$ cat config.mk
export PLATFORM = sky130hd
export DESIGN_NAME = busca_prefetch_flat
export DESIGN_NICKNAME = d
export VERILOG_FILES = /design/src/rtl/busca_prefetch_if.sv /design/src/rtl/busca_prefetch.sv /design/src/flat_wrapper.sv
export SDC_FILE = /design/constraint.sdc
export NUM_CORES = 1
export LEC_CHECK = 0
export BUFFER_PORTS_ARGS = -buffer_cell sky130_fd_sc_hd__buf_2
export CAP_MARGIN = 40
export CORE_MARGIN = 10
export CORE_UTILIZATION = 53
export DETAILED_ROUTE_END_ITERATION = 10
export GPL_ROUTABILITY_DRIVEN = 0
export PLACE_DENSITY = 0.76
export SKIP_CTS_REPAIR_TIMING = 1
export SYNTH_ARGS = -nofsm -noshare
export SYNTH_HDL_FRONTEND = slang
export SYNTH_SLANG_ARGS = --single-unit
$ cat constraint.sdc
create_clock -name clock -period 9.3 [get_ports clock]
set_input_delay 1.395 -clock clock [delete_from_list [all_inputs] [get_ports clock]]
set_output_delay 1.395 -clock clock [all_outputs]
set_load 0.005 [all_outputs]
$ cat src/rtl/busca_prefetch_if.sv
// Instruction-memory request/acknowledge bus between the fetch front end (master) and memory (slave).
interface busca_prefetch_if;
    logic        mem_req;
    logic [31:0] mem_addr;
    logic        mem_ack;
    logic [31:0] mem_dado;

    modport master (output mem_req, output mem_addr, input mem_ack, input mem_dado);
    modport slave  (input mem_req, input mem_addr, output mem_ack, output mem_dado);
endinterface

$ cat src/rtl/busca_prefetch.sv
// Instruction-fetch front end with an in-order prefetch queue feeding IF/ID.
// Optional macro FETCH_BYPASS_EN: an acked word shows on the outputs in its ack cycle when the queue is empty.
module busca_prefetch #(
    parameter int unsigned PROF     = 4,
    parameter logic [31:0] RESET_PC = 32'h0000_0000,
    parameter logic [31:0] NOP      = 32'h0000_0000
) (
    input  logic                  clock,
    input  logic                  reset_n,
    input  logic                  PCWrite,
    input  logic                  PCSrc,
    input  logic [31:0]           endereco_desvio,
    busca_prefetch_if.master      mem,
    output logic [31:0]           saidaMem,
    output logic [31:0]           saidaPC4,
    output logic                  instr_valida,
    output logic [$clog2(PROF):0] ocupacao
);
    localparam int unsigned PW = $clog2(PROF);
    localparam int unsigned CW = PW + 1;

    typedef enum logic [1:0] {OCIOSO, ESPERA, DESCARTE} estado_t;

    typedef struct packed {
        logic [31:0] instr;
        logic [31:0] pc4;
    } entrada_t;

    estado_t       estado_q, estado_d;
    logic [31:0]   pc_q, pc_d;
    logic          req_q, req_d;
    logic [31:0]   addr_q, addr_d;
    logic [PW-1:0] rd_q, rd_d, wr_q, wr_d;
    logic [CW-1:0] cnt_q, cnt_d, cnt_pos_pop;
    logic          valid_q, valid_d;
    entrada_t      cabeca_q, cabeca_d;
    entrada_t      fila [PROF];

    logic          ack_espera, pop, push, consome;
    logic [31:0]   pc_mais4;
    entrada_t      entrada_nova;

    assign pc_mais4     = pc_q + 32'd4;
    assign entrada_nova = '{instr: mem.mem_dado, pc4: pc_mais4};
    assign ack_espera   = (estado_q == ESPERA) && mem.mem_ack;
    assign pop          = valid_q && PCWrite && !PCSrc;
    assign push         = ack_espera && !PCSrc && !consome;

`ifdef FETCH_BYPASS_EN
    logic bypass;
    // Empty queue: the word arriving now is the head; if IF/ID takes it, it never enters the queue.
    assign bypass  = ack_espera && !PCSrc && (cnt_q == '0);
    assign consome = bypass && PCWrite;
`else
    assign consome = 1'b0;
`endif

    // Next-state, queue bookkeeping and next registered outputs.
    always_comb begin
        estado_d    = estado_q;
        pc_d        = pc_q;
        req_d       = req_q;
        addr_d      = addr_q;
        rd_d        = rd_q + PW'(pop);
        wr_d        = wr_q + PW'(push);
        cnt_pos_pop = cnt_q - CW'(pop);
        cnt_d       = cnt_pos_pop + CW'(push);
        valid_d     = 1'b0;
        cabeca_d    = '{instr: NOP, pc4: 32'h0};

        if (PCSrc) begin
            rd_d  = '0;
            wr_d  = '0;
            cnt_d = '0;
            pc_d  = endereco_desvio;
        end

        case (estado_q)
            OCIOSO: begin
                if (!PCSrc && (cnt_pos_pop < CW'(PROF))) begin
                    estado_d = ESPERA;
                    req_d    = 1'b1;
                    addr_d   = pc_q;
                end
            end
            ESPERA: begin
                if (mem.mem_ack) begin
                    if (!PCSrc) begin
                        pc_d = pc_mais4;
                    end
                    if (!PCSrc && (cnt_d < CW'(PROF))) begin
                        req_d  = 1'b1;
                        addr_d = pc_mais4;
                    end else begin
                        estado_d = OCIOSO;
                        req_d    = 1'b0;
                    end
                end else if (PCSrc) begin
                    estado_d = DESCARTE;
                end
            end
            DESCARTE: begin
                // Stale request completes; its data is dropped, the redirect target is kept in pc.
                if (mem.mem_ack) begin
                    estado_d = OCIOSO;
                    req_d    = 1'b0;
                end
            end
            default: begin
                estado_d = OCIOSO;
                req_d    = 1'b0;
            end
        endcase

        valid_d = (cnt_d != '0);
        if (valid_d) begin
            if (push && (cnt_pos_pop == '0)) begin
                cabeca_d = entrada_nova;
            end else begin
                cabeca_d = fila[rd_d];
            end
        end
    end

    // State and registered outputs.
    always_ff @(posedge clock) begin
        if (!reset_n) begin
            estado_q <= OCIOSO;
            pc_q     <= RESET_PC;
            req_q    <= 1'b0;
            addr_q   <= RESET_PC;
            rd_q     <= '0;
            wr_q     <= '0;
            cnt_q    <= '0;
            valid_q  <= 1'b0;
            cabeca_q <= '{instr: NOP, pc4: 32'h0};
        end else begin
            estado_q <= estado_d;
            pc_q     <= pc_d;
            req_q    <= req_d;
            addr_q   <= addr_d;
            rd_q     <= rd_d;
            wr_q     <= wr_d;
            cnt_q    <= cnt_d;
            valid_q  <= valid_d;
            cabeca_q <= cabeca_d;
        end
    end

    // Queue storage needs no reset: only entries between the pointers are ever read.
    always_ff @(posedge clock) begin
        if (push) begin
            fila[wr_q] <= entrada_nova;
        end
    end

    assign mem.mem_req  = req_q;
    assign mem.mem_addr = addr_q;
    assign ocupacao     = cnt_q;

`ifdef FETCH_BYPASS_EN
    assign instr_valida = valid_q || bypass;
    assign saidaMem     = bypass ? mem.mem_dado : cabeca_q.instr;
    assign saidaPC4     = bypass ? pc_mais4     : cabeca_q.pc4;
`else
    assign instr_valida = valid_q;
    assign saidaMem     = cabeca_q.instr;
    assign saidaPC4     = cabeca_q.pc4;
`endif

endmodule

$ cat src/flat_wrapper.sv
// flat-port wrapper written by rule: the top's interface ports become plain ports
module busca_prefetch_flat 
#(
    parameter int unsigned PROF     = 4,
    parameter logic [31:0] RESET_PC = 32'h0000_0000,
    parameter logic [31:0] NOP      = 32'h0000_0000
)
  (clock, reset_n, PCWrite, PCSrc, endereco_desvio, saidaMem, saidaPC4, instr_valida, ocupacao, mem_mem_req, mem_mem_addr, mem_mem_ack, mem_mem_dado);
  busca_prefetch_if mem_i ();
  input  logic clock;
  input  logic reset_n;
  input  logic PCWrite;
  input  logic PCSrc;
  input  logic [31:0] endereco_desvio;
  output logic [31:0] saidaMem;
  output logic [31:0] saidaPC4;
  output logic instr_valida;
  output logic [$clog2(PROF):0] ocupacao;
  output wire logic [$bits(mem_i.mem_req)-1:0] mem_mem_req;
  output wire logic [$bits(mem_i.mem_addr)-1:0] mem_mem_addr;
  input wire logic [$bits(mem_i.mem_ack)-1:0] mem_mem_ack;
  input wire logic [$bits(mem_i.mem_dado)-1:0] mem_mem_dado;
  assign mem_mem_req = mem_i.mem_req;
  assign mem_mem_addr = mem_i.mem_addr;
  assign mem_i.mem_ack = mem_mem_ack;
  assign mem_i.mem_dado = mem_mem_dado;
  busca_prefetch #(.PROF(PROF), .RESET_PC(RESET_PC), .NOP(NOP)) u_core (.clock(clock), .reset_n(reset_n), .PCWrite(PCWrite), .PCSrc(PCSrc), .endereco_desvio(endereco_desvio), .mem(mem_i), .saidaMem(saidaMem), .saidaPC4(saidaPC4), .instr_valida(instr_valida), .ocupacao(ocupacao));
endmodule
# Word-level counts from Yosys, hierarchy flattened
# Memory sizes are Yosys's and may differ from the RTL's.
# Index checks and enable logic that the tools add are counted.
[classes] n_div=0 n_addsub=5 n_bitwise=1 muxes=24 n_reduce_logical=17 order_cmp=2 n_eq_ne=8 shifts=0 n_mul=0
[ops] operator="2-to-1 mux 32 bit" n=7
[ops] operator="2-to-1 mux 64 bit" n=1
[ops] operator="case mux 32 bit (2 select lines)" n=1
[ops] operator="adder 32 x 3 -> 32 bit, second input constant" n=1
[ops] operator="2-to-1 mux 2 bit" n=6
[ops] operator="AND reduction 4 bit" n=2
[ops] operator="logical AND 1 bit" n=7
[ops] operator="less-than comparator 3 bit, second input constant" n=2
[ops] operator="2-to-1 mux 1 bit" n=6
[ops] operator="!= test 2 bit, second input constant" n=3
[ops] operator="!= test 3 bit, second input constant" n=2
[ops] operator="case mux 2 bit (3 select lines)" n=1
[ops] operator="adder 2 x 1 -> 2 bit" n=2
[ops] operator="adder 3 x 1 -> 3 bit" n=1
[ops] operator="zero test 3 bit" n=1
[ops] operator="2-to-1 mux 3 bit" n=1
[ops] operator="case mux 1 bit (3 select lines)" n=1
[ops] operator="AND reduction 3 bit" n=1
[ops] operator="nonzero test 3 bit" n=1
[ops] operator="subtractor 3 x 1 -> 3 bit" n=1
[ops] operator="equality test 2 x 1 -> 1 bit, second input constant" n=1
[ops] operator="equality test 2 bit, second input constant" n=1
[ops] operator="zero test 2 bit" n=1
[ops] operator="!= test 2 x 1 -> 1 bit, second input constant" n=1
[ops] operator="5 further kinds" n=5
[word_totals] romBits=0 mem_count=1 latchBits=0 output_inout_bits=101 ramBits=256 input_bits=69 reg_bits=139
[mem_list] name="u_core.fila" depth=4 width=64 read_ports=1 rd_ports_with_merged_regs=0 wr=1 line="busca_prefetch.sv:37" source="entrada_t fila [PROF];"

# Logic depth before layout (Yosys ltp)
[logic_depth] word_depth=10 ltp_mapped=13 depth_no_buf=11

# Least setup slack after synthesis
# Ideal clock, no wire load.
[synth_timing] kind="input to register" from="input port mem_mem_ack" to="memory u_core.fila[1][0] in the netlist's numbering (enable)" cell_stages=4 path_slack_ps=40 setup_ps=666 arrival_ps=8594 cell_sequence="buf_2 nand3b_1 clkbuf_1 nor4b_1"
[synth_via] elab_chain_cells=4
[synth_rtl] element="from (decl)" line="flat_wrapper.sv:21" source="input wire logic [$bits(mem_i.mem_ack)-1:0] mem_mem_ack;"
[synth_rtl] element="logical AND 1 bit" line="busca_prefetch.sv:45" source="assign ack_espera = (estado_q == ESPERA) && mem.mem_ack;"
[synth_rtl] element="logical AND 1 bit" line="busca_prefetch.sv:47" source="assign push = ack_espera && !PCSrc && !consome;"
[synth_rtl] element="2-to-1 mux 1 bit" line="busca_prefetch.sv:152" source="if (push) begin"
[synth_rtl] element="2-to-1 mux 1 bit (not written as such)" line="busca_prefetch.sv:153" source="fila[wr_q] <= entrada_nova;"
[synth_rtl] element="to (decl)" line="busca_prefetch.sv:37"
# Every way passes these cells.

# Worst setup path after layout
[layout_timing] from="input port PCSrc" to="register u_core.cabeca_q (netlist bit u_core.saidaPC4[17])"
[layout_via] elab_chain_cells=7 word_cells_on_any_way=14 classes_between="add/sub: 3; mux: 3; reduce/logical: 7; memory: 1"
[layout_rtl] element="from (decl)" line="flat_wrapper.sv:13" source="input logic PCSrc;"
[layout_rtl] element="zero test 1 bit" line="busca_prefetch.sv:46, busca_prefetch.sv:47"
[layout_rtl] element="logical AND 1 bit" line="busca_prefetch.sv:46" source="assign pop = valid_q && PCWrite && !PCSrc;"
[layout_rtl] element="subtractor 3 x 1 -> 3 bit" line="busca_prefetch.sv:66" source="cnt_pos_pop = cnt_q - CW'(pop);"
[layout_rtl] element="adder 3 x 1 -> 3 bit" line="busca_prefetch.sv:67" source="cnt_d = cnt_pos_pop + CW'(push);"
[layout_rtl] element="2-to-1 mux 3 bit" line="busca_prefetch.sv:71" source="if (PCSrc) begin"
[layout_rtl] element="nonzero test 3 bit" line="busca_prefetch.sv:115" source="valid_d = (cnt_d != '0);"
[layout_rtl] element="AND reduction 2 bit (no line)"
[layout_rtl] element="to (signal assigned)" line="busca_prefetch.sv:136" source="cabeca_q <= '{instr: NOP, pc4: 32'h0};"
[layout_rtl] element="to (decl)" line="busca_prefetch.sv:36" source="entrada_t cabeca_q, cabeca_d;"
# Several ways; a longest one is shown, not always the timed one.
# A chain may end at the register's enable or synchronous reset.

==> reports/metrics.cfg <==
[run_status]
run_status = finished, final reports clean

[sta]
rsz0062_at_grt = no
max_freq_mhz = 232
fin_hold_ws_ps = 499
relSlewSlack_pct = 36.9
hold_viol = 0
tightestPinTransition_ps = 939
drv_slew = 0
timing.setup.tns_ps = 0
finalClockSkew_ps = 18.3
fin_crit_sh_pct = 46.4
setup_violations = 0
setup_ws_ps = 4990
fin_crit_ps = 4310

[global_routing]
grt_antenna_before_repair = 0
grtUsageTotal_pct = 19.8
grt_pass1_wl_mm = 60.4
grt_start_max_net_pins = 62
grt_pass1_vias = 10400
gr-total-overflow = 0

[cts]
clock_latency_ps = 530
clkSlewWorstSetupHoldPaths_ps = 60
cts_tree = done
htreeDepth = 2
cts_buffers = 40
cts.sinks = 395
clock-root-buffer = clkbuf_16
max-clock-path-buffers = 3

[synthesis]
ys.flop_type = edfxtp_1
synth_edf_count = 256
synth-seq-area-share_pct = 65.7
ys_warn_count = 0
async_reset_ff_share_pct = 0
synth_nets = 1261
synth.area.top_cells = edfxtp_1 48%, dfxtp_1 17%, mux4_2 8.2%
yosys.area.top_type = edfxtp_1
avgSynthCellArea_sq_um = 13.4
synth_cell_types = 56
syn_inst = 1185
synth-seq-cells = 395
yosysTopAreaCellShare_pct = 48.2
synthesis.area_sq_mm = 0.0159

[critical_path]
critPathLaunchType = input pin
crit-reg2reg-capture = u_core.saidaPC4[17]
cpMostUsedCell = and3_1
worstPathArrival_ps = 4730
path_max_fanout = 38
critPathMaxStageDelay_ps = 710
worstSetupPathType = input pin to register
reg2reg_depth = 11
r2r_setup_slack_ps = 5910
cp_slowest_cell = buf_4
crit_chain = buf_2 > inv_2 > and3_1 > ha_1 > nand2_4 > buf_4 > mux4_2 > and3_1 > a31o_1
cp-end-kind = register
cp_top_family = buffers and inverters
worst-path-buf-inv = 3
rr_startpoint = u_core.estado_q[1]
required_ps = 9720

[cells_and_area]
diodes = 0
final_cells = 1745
syn_to_final_growth_pct = 15.4
finish.utilization_pct = 62.1
drive_gt1_share_pct = 24.4
fin_nets = 1400
final_area_sq_mm = 0.0184

[routing]
drt-pass1-iter-count = 5
routedWlPerCell_um = 21.8
routed_wl_mm = 38.1
viasPerCell = 5.82
route.vias.total = 10200
drc_errors = 0
ant_nets = 0
drt_iter0_markers = 983

[floorplan]
die_area_sq_mm = 0.0374
rows = 63
die_w_um = 193
die_h_um = 193
io_pins = 170
design.core.area_sq_mm = 0.0296
initial_core_util_pct = 53.8

[power]
seqPwrFrac_pct = 52.7
swShare_pct = 21.4
combPwrFrac_pct = 4.6
leakage_nw = 6.74
clkPwrFrac_pct = 42.7
ir_drop_mv = 0.133
power.switching_uw = 786
p_int_mw = 2.88
powerDensity_mw_per_mm2 = 199
power.total_mw = 3.67

[place]
dp.cells = 1672
dp_worst_setup_slack_ps = 4370
hpwl_mm = 24.0
placed_area_sq_mm = 0.0171
portBuffers = 169

[worst_hold_path]
min-delay-start = u_core.mem.mem_addr[1]
hold_end = u_core.mem.mem_addr[1]
hold_path_depth = 2
holdCritPathClass = register to register

[run]
maxCapViolCount = 0

-- logic make-up (layout without fill, tap and decap cells) --
group,Yosys count,count (layout),share of synthesized area [%]
DFF,395,395,65.7
xor gates and xnor gates,77,77,4.23
buffers and inverters,105,275,3.05
muxes,73,73,9.15
and+or+nand+nor,327,327,10.1
adders and majority gates,7,7,0.550
AOI/OAI and AO/OA,201,201,7.22
-- power by group through the flow --
stage / Sequential [mW] / Combinational, mW / Clock (mW)
finish: 1.93 / 0.168 / 1.57
global route: 1.93 / 0.185 / 1.67
CTS: 1.93 / 0.168 / 1.59
detailed placement: 1.97 / 0.166 / 0
global placement: 1.97 / 0.161 / 0
floorplan: 1.95 / 0.111 / 0
-- per-layer routing --
metal | part of all wire, % | vias up | global-route usage, %
met5 | 0 | - | 0
met4 | 1.5 | 0 | 4.61
met3 | 6.5 | 50 | 3.41
met2 | 48 | 376 | 32.4
met1 | 44 | 5057 | 27.2
li1 | - | 4681 | -
-- worst max-delay path by stage --
stage	startpoint	end	slack [ps]	cells past startpoint
after CTS	PCSrc	u_core.saidaPC4[17]	4920	9
after floorplan	mem_mem_ack	u_core.fila[1][0]	40	4
after detailed placement	PCSrc	u_core.saidaPC4[16]	4370	9
after global placement	PCSrc	u_core.saidaPC4[17]	4450	9
final	PCSrc	u_core.saidaPC4[17]	4990	9
after global routing	PCSrc	u_core.saidaPC4[17]	4720	9
-- worst reg2reg max path, stage by stage, from the launching register on --
cell and delay [ps]:
dfxtp_1 410, nand3b_1 130, buf_4 330, nor2_2 160, ha_1 250, ha_1 290
or2_2 300, o21ai_4 120, buf_4 630, inv_2 260, and3_1 220, a31o_1 180
-- Yosys cell counts (all sizes together) (6+ instances only) --
cell and n:
buf 54, xnor2 42, nor4 13, and2 6, edfxtp 256, nand2 138
a211oi 11, mux2i 14, and3 16, nor3 19, mux4 58, ha 7
dfxtp 139, o22ai 7, a21oi 100, o21ai 49, nor2 56, or2 9
nand3 29, inv 15, clkbuf 36, nand4 22, xor2 35
-- sequential cells by signal, summed over array words and instances, names as in the netlist --
| signal | flops |
|---|---|
| u_core.wr_q | 2 |
| u_core.estado_q | 2 |
| u_core.rd_q | 2 |
| u_core.mem.mem_addr | 32 |
| u_core.pc_q | 32 |
| u_core.ocupacao | 3 |
| u_core.mem.mem_req | 1 |
| u_core.saidaPC4 | 32 |
| u_core.saidaMem | 32 |
| u_core.fila | 256 |
| u_core.instr_valida | 1 |
-- cells in the final DEF, fill, tap and decap left out, drive strengths merged, types with 3 or more instances in the layout --
| cell | Yosys | final |
|---|---|---|
| nor2 | 56 | 56 |
| buf | 54 | 187 |
| clkbuf | 36 | 54 |
| o22ai | 7 | 7 |
| mux2i | 14 | 14 |
| nand3b | 3 | 3 |
| a2bb2oi | 4 | 4 |
| or3 | 5 | 5 |
| clkinv | 0 | 14 |
| a211oi | 11 | 11 |
| and2 | 6 | 6 |
| nand4 | 22 | 22 |
| o21a | 5 | 5 |
| nand3 | 29 | 29 |
| dfxtp | 139 | 139 |
| and3 | 16 | 16 |
| edfxtp | 256 | 256 |
| nor4 | 13 | 13 |
| a21oi | 100 | 100 |
| nand2 | 138 | 138 |
| o21ai | 49 | 49 |
| inv | 15 | 16 |
| ha | 7 | 7 |
| bufinv | 0 | 3 |
| mux4 | 58 | 58 |
| and4 | 4 | 4 |
| or2 | 9 | 9 |
| a311oi | 5 | 5 |
| nor3 | 19 | 19 |
| a31o | 4 | 4 |
| or4 | 3 | 3 |
| xor2 | 35 | 35 |
| xnor2 | 42 | 42 |
| a31oi | 5 | 5 |
-- cell type report --
type / instances / area, sq um
fill: 2279 / 11200
sequential: 395 / 10500
multi-input combinational: 685 / 5040
clock buffer: 54 / 1100
timing repair buffer: 187 / 1050
tap: 390 / 488
clock inverter: 19 / 184
inverter: 15 / 56.3
Note: power is estimated with default switching activity, not from simulation.
